[src/rtl/serial_adder_8bit.sv]
// ---------------------------------------------------------------------------
// serial_adder_8bit
//   Bit-serial, LSB-first adder: sum = a + b mod 2**WIDTH, one bit per clock.
//   start/busy/done handshake; result, and flags if built, held until the
//   next completion.
//   Optional feature macro: SERIAL_ADD_FLAGS_EN adds the cout and ovf outputs.
// ---------------------------------------------------------------------------
module serial_adder_8bit #(
    parameter int WIDTH = 8
) (
    input  logic             clk,
    input  logic             rst,
    input  logic             start,
    input  logic [WIDTH-1:0] a,
    input  logic [WIDTH-1:0] b,
    output logic             busy,
    output logic             done,
    output logic [WIDTH-1:0] sum
`ifdef SERIAL_ADD_FLAGS_EN
    ,
    output logic             cout,
    output logic             ovf
`endif
);

    localparam int CW = $clog2(WIDTH);

    typedef enum logic [1:0] {
        S_IDLE = 2'd0,
        S_RUN  = 2'd1,
        S_DONE = 2'd2
    } state_t;

    state_t           state;
    state_t           next_state;
    logic             load;
    logic             last_bit;

    logic [WIDTH-1:0] a_sh;
    logic [WIDTH-1:0] b_sh;
    logic [WIDTH-1:0] r_sh;
    logic             carry;
    logic [CW-1:0]    cnt;

    logic             bit_s;
    logic             carry_next;

    // The single full-adder cell working on the current LSBs.
    assign bit_s      = a_sh[0] ^ b_sh[0] ^ carry;
    assign carry_next = (a_sh[0] & b_sh[0]) | (a_sh[0] & carry) | (b_sh[0] & carry);
    assign last_bit   = (cnt == CW'(WIDTH - 1));

    assign busy = (state == S_RUN);
    assign done = (state == S_DONE);

    // Next-state and operand-load decode.
    always_comb begin
        // NOTE: every output of this block gets a default first, so no path
        // leaves a value unassigned and no latch is inferred.
        next_state = state;
        load       = 1'b0;
        unique case (state)
            S_IDLE: begin
                if (start) begin
                    next_state = S_RUN;
                    load       = 1'b1;
                end
            end
            S_RUN: begin
                if (last_bit) next_state = S_DONE;
            end
            S_DONE: begin
                if (start) begin
                    next_state = S_RUN;
                    load       = 1'b1;
                end else begin
                    next_state = S_IDLE;
                end
            end
            default: next_state = S_IDLE;
        endcase
    end

    // State register; reset wins over any start in the same cycle.
    always_ff @(posedge clk) begin
        // NOTE: sequential state uses non-blocking assignments only, so every
        // register samples values from before the edge.
        if (rst) state <= S_IDLE;
        else     state <= next_state;
    end

    // Datapath: operand load, serial add/shift, and result capture on the last bit.
    always_ff @(posedge clk) begin
        if (rst) begin
            a_sh  <= '0;
            b_sh  <= '0;
            r_sh  <= '0;
            carry <= 1'b0;
            cnt   <= '0;
            sum   <= '0;
`ifdef SERIAL_ADD_FLAGS_EN
            cout  <= 1'b0;
            ovf   <= 1'b0;
`endif
        end else if (load) begin
            a_sh  <= a;
            b_sh  <= b;
            carry <= 1'b0;
            cnt   <= '0;
        end else if (state == S_RUN) begin
            a_sh  <= a_sh >> 1;
            b_sh  <= b_sh >> 1;
            r_sh  <= {bit_s, r_sh[WIDTH-1:1]};
            carry <= carry_next;
            cnt   <= cnt + CW'(1);
            if (last_bit) begin
                sum  <= {bit_s, r_sh[WIDTH-1:1]};
`ifdef SERIAL_ADD_FLAGS_EN
                // carry here is the carry into the MSB.
                cout <= carry_next;
                ovf  <= carry ^ carry_next;
`endif
            end
        end
    end

endmodule
[config.mk]
export PLATFORM = sky130hd
export DESIGN_NAME = serial_adder_8bit
export DESIGN_NICKNAME = d
export VERILOG_FILES = /design/src/rtl/serial_adder_8bit.sv
export SDC_FILE = /design/constraint.sdc
export NUM_CORES = 1
export LEC_CHECK = 0
export ABC_CLOCK_PERIOD_IN_PS = 1190
export BUFFER_PORTS_ARGS = -buffer_cell sky130_fd_sc_hd__buf_2
export CAP_MARGIN = 10
export CORE_MARGIN = 4
export CORE_UTILIZATION = 48
export CTS_CLUSTER_DIAMETER = 50
export DETAILED_ROUTE_END_ITERATION = 8
export PLACE_DENSITY = 0.74
export SYNTH_ARGS = -nofsm -noshare
export SYNTH_HDL_FRONTEND = slang
export SYNTH_SLANG_ARGS = --single-unit
[constraint.sdc]
create_clock -name clk -period 1.19 [get_ports clk]
set_input_delay 0.0595 -clock clk [delete_from_list [all_inputs] [get_ports clk]]
set_output_delay 0.0595 -clock clk [all_outputs]
set_load 0.02 [all_outputs]
# Word level (Yosys, flattened, before mapping)
# Index checks and enable logic that the tools add are counted.
# classes
bitwise	8
n_mux	10
eq_ne	5
reduce_logical	7
add_sub_neg	1
# op_table
op	count
2-to-1 mux 8 bit	4
one-hot mux 2 bit (3 select lines)	1
2-to-1 mux 2 bit	2
AND reduction 2 bit	2
OR reduction 2 bit	2
adder 3 x 1 -> 3 bit (second input constant)	1
AND 1 bit	3
== test 3 bit (second input constant)	1
2-to-1 mux 1 bit	3
AND reduction 3 bit	1
== test 2 x 1 -> 1 bit (second input constant)	1
== test 2 bit (second input constant)	1
logical NOT 2 bit	1
!= test 2 x 1 -> 1 bit (second input constant)	1
!= test 2 bit (second input constant)	1
OR 1 bit	2
nonzero test 2 bit	1
bitwise XOR 1 bit	2
NOT 1 bit	1
# word_totals
regBits	38
inputBits	19
elab_cells	38
out_inout_bits	10

# Longest topological paths before layout
# depth
ltp_word	5
ltp_mapped	6
mapped_depth_nobuf	5

# Worst setup path before layout
# Ideal clock, no wire load.
# synth_timing
path_kind	reg-to-reg
startpoint	register cnt[0]
endpoint	register sum[0]
stages_incl_launch_ff	7
path_slack_ns	-0.102
t_arrival_ns	1.221
synth_period_minus_slack_ns	1.292
cell_sequence	dfxtp_1 -> ha_1 -> ha_1 -> buf_2 -> nand3b_1 -> nand2_1 -> a21oi_1
# synth_between
elab_chain_cells	2
# synth_lines
element	line_no	source
from (decl)	43	logic [CW-1:0] cnt;
from (signal assigned)	115	cnt <= cnt + CW'(1);
== test 3 bit	51	assign last_bit = (cnt == CW'(WIDTH - 1));
AND reduction 3 bit (no line)	n/a	
to (signal assigned)	117	sum <= {bit_s, r_sh[WIDTH-1:1]};
to (decl)	18	output logic [WIDTH-1:0] sum
# Every way passes these cells.
# A chain may end at the register's enable or synchronous reset.

# Worst setup path after layout
# layout_timing
startpoint	register carry
endpoint	register r_sh[7]
# layout_between
elab_chain_cells	1
# layout_lines
element	line_no	source
from (decl)	42	logic carry;
from (signal assigned)	114	carry <= carry_next;
bitwise XOR 1 bit	49	assign bit_s = a_sh[0] ^ b_sh[0] ^ carry;
net bit_s	45	logic bit_s;
to (signal assigned)	113	r_sh <= {bit_s, r_sh[WIDTH-1:1]};
to (decl)	41	logic [WIDTH-1:0] r_sh;
# The timed path passes the listed nets, and every way through them passes these cells.

==> metrics.txt <==
RSZ-0062 raised after global routing=true; number of global-route vias before repair=about 1200; number of distinct library cell variants in the gate-level netlist after synthesis=28; cell area after placement=between 1500 and 2000 um2; CP Launch Point=carry; sink count of the clock tree=37; full die area=just over 4000 um2; Yosys warnings=0; Clk pwr share=27.9%; Final Skew=about 0.0029 ns; count of mapped cells out of synthesis=between 150 and 200; Flop pwr share=57.4%; width of the die=around 64 um; maximum clock path buffer count=2; critical path start-end classification=reg -> reg; clock transition at the register clock pins on the worst setup and hold paths after CTS=around 0.1 ns; part of the Yosys area used for sequential elements=between 40% and 50%; r2r startpoint=carry; internal power consumption=~1.7 mW; static leakage=slightly above 0.7 nW; vias per inst=about 5.5; routed wire length=approximately 3.2 mm; sum of internal, switching and leakage power=~2.3 mW; net count after synthesis=around 190; number of levels the H-tree was split into=2; number of fill cells in the layout=~240; syn avg cell area=around 9 um2; DR pass1 iterations=4; post-synthesis cell type with the largest combined area=sky130_fd_sc_hd__dfxtp_1; pin slew with the least headroom to its limit=slightly below 0.5 ns; I/O Pins=29; TritonCTS clock tree=done; Peak Freq=around 860 MHz; highest fanout seen on the critical path=2; most common library cells after synthesis=sky130_fd_sc_hd__dfxtp_1 (37), sky130_fd_sc_hd__nand2_1 (34), sky130_fd_sc_hd__a21oi_1 (18), sky130_fd_sc_hd__nor3_1 (16), sky130_fd_sc_hd__nand3_1 (11); initial drt markers=49; height of the chip=~64 um; endpoint kind of the worst setup timing path=register; WP data arrival=~1.4 ns; number of enable-type register cells in the synthesized netlist=0; max_slew headroom=66.9%; Initial Util=between 50% and 60%; Routed wire per std cell=13.6 um; type of element launching the critical path=register; Final Wtd Congestion=around 0.72; combinational cell fraction of total power=between 10 and 15%; Synth Cell Area=around 1500 um2; FF+latch count, synth=37; final std cell area, no fill=about 1800 um2; switching power share of the total=between 20 and 30%; via count=1286; Worst EP required=1.45 ns; number of clock buffers inserted by TritonCTS=5; number of placement rows=19; Worst Min Path Start=a[0]; Yosys top cell area share=around 50%; core region area=between 2000 and 3000 um2; Power Dens Cells=1260 nW/um2; layout net count=approximately 230; number of inserted diodes=0; sum of overflow across all layers after global routing=0; cell count after placement=222; Finish-stage setup viols=0; async set-or-reset flop fraction in the synthesized netlist=0%; Root Driver=sky130_fd_sc_hd__clkbuf_4; global-route wire length before repair=about 5.4 mm; hold crit path type=in -> reg; Max Cap Viol=0; Final Non-Filler Cells=~230; hold violation total from the final report=0; final worst-path cycle share=between 90% and 100%; Switching Power=approximately 0.6 mW; initial antenna violation count=0; Final ANT Viol Nets=0; number of max-slew violations in the final report=0; layout cells sized above 1=32.0%; leading cell type by number of instances after synthesis=sky130_fd_sc_hd__dfxtp_1; clock latency on the worst-skew pair=0.32 ns; Worst IR Drop VDD=between 800 and 900 uV; footprint of the multi-input gates=between 700 and 800 um2; outcome=finished, final reports clean; GR Util All Layers=16.4%; input/output buffers=28; maximum number of pins on one net before global-route repair=27; total half-perimeter wirelength after legalization and detailed placement=about 2.1 mm; area grow syn2layout=24.3%; largest cells by area after synthesis=sky130_fd_sc_hd__dfxtp_1 (50%), sky130_fd_sc_hd__nand2_1 (8.6%), sky130_fd_sc_hd__a21oi_1 (6.1%); top_reg_cell synth=sky130_fd_sc_hd__dfxtp_1; post-detailed-route DRC marker count=0; register area=approximately 750 um2; clock period minus final worst setup slack=about 1.2 ns
-- registers in the layout, summed over array words and instances, names as in the netlist --
register,count
b_sh,8
state,2
sum,8
carry,1
cnt,3
a_sh,8
r_sh,7
-- kinds of logic (layout without fill, tap and decap cells) --
kind of cell	after synthesis	in the layout	synth area share, %
muxes	4	4	2.69
AOI/OAI and AO/OA	33	33	14.0
buffers and inverters	15	49	6.81
adders and majority gates	3	3	3.03
and+or+nand+nor	76	76	23.0
DFF	37	37	49.8
xor gates and xnor gates	1	1	0.589
-- power groups by stage --
stage	Clock, mW	Combinational (mW)	Sequential (mW)
after CTS	0.664	0.321	1.34
after global placement	0	0.286	1.36
after global routing	0.714	0.379	1.35
after detailed placement	0	0.295	1.36
final	0.650	0.342	1.34
after floorplan	0	0.224	1.35
-- worst paths after layout --
path,endpoint,cells after the start,slack [ns]
worst min register to register,sum[4],2,0.46
worst max-delay path,r_sh[7],3,0.03
worst max register to register,r_sh[7],3,0.03
worst min-delay path,a_sh[0],3,0.02
-- metrics by stage --
stage | util [%] | setup slack, ns | TNS (ns) | hold slack (ns)
after floorplan | - | -0.000533 | -0.00417 | 0.196
after global placement | 59.1 | -0.0147 | -0.0208 | 0.305
after detailed placement | 59.1 | -0.112 | -0.806 | 0.312
after CTS | 62.9 | 0.00570 | 0 | 0.00600
after global routing | 64.8 | -0.0547 | -0.252 | 0.000368
final | 64.8 | 0.0265 | 0 | 0.0151
-- repair_timing --
action,CTS,global route
hold buffers,1,0
resized for setup,3,14
setup buffers,2,1
pin swaps,0,3
endpoints found under the hold margin,1,0
setup endpoints to repair,21,25
gates cloned,1,0
-- layout by cell type, fill, tap and decap left out, drive strengths merged --
master / n
fa: 1
o21a: 1
a22oi: 2
dfxtp: 37
o22ai: 6
and2b: 1
inv: 1
nor2b: 1
nor2: 8
nand3: 11
nand2: 35
xnor2: 1
nand3b: 1
clkinv: 1
mux2i: 4
a311oi: 6
ha: 2
nor3: 17
a21oi: 18
clkbuf: 7
buf: 39
nand2b: 2
dlygate4sd3: 1
-- final cells by class --
type	count	area share, %
Clock buffer	7	2.98
Timing Repair Buffer	40	15.4
Sequential cell	37	40.5
Tap cell	31	2.10
Timing Repair inverter	1	0.271
Inverter	1	0.609
Multi-Input combinational cell	117	38.2
-- worst max-delay path, cell delays in order (launching register included) --
cell and delay (ns):
sky130_fd_sc_hd__dfxtp_2 0.34, sky130_fd_sc_hd__fa_1 0.57, sky130_fd_sc_hd__nand2_1 0.08, sky130_fd_sc_hd__a21oi_2 0.12
-- layer usage --
metal | global-route usage, % | vias to the layer above | part of all wire, %
li1 | - | 656 | -
met1 | 19.2 | 597 | 44
met2 | 28.8 | 31 | 50
met3 | 5.15 | 2 | 5.4
met4 | 4.31 | 0 | 0.44
met5 | 0 | - | 0
Note: power is estimated with default switching activity, not from simulation.
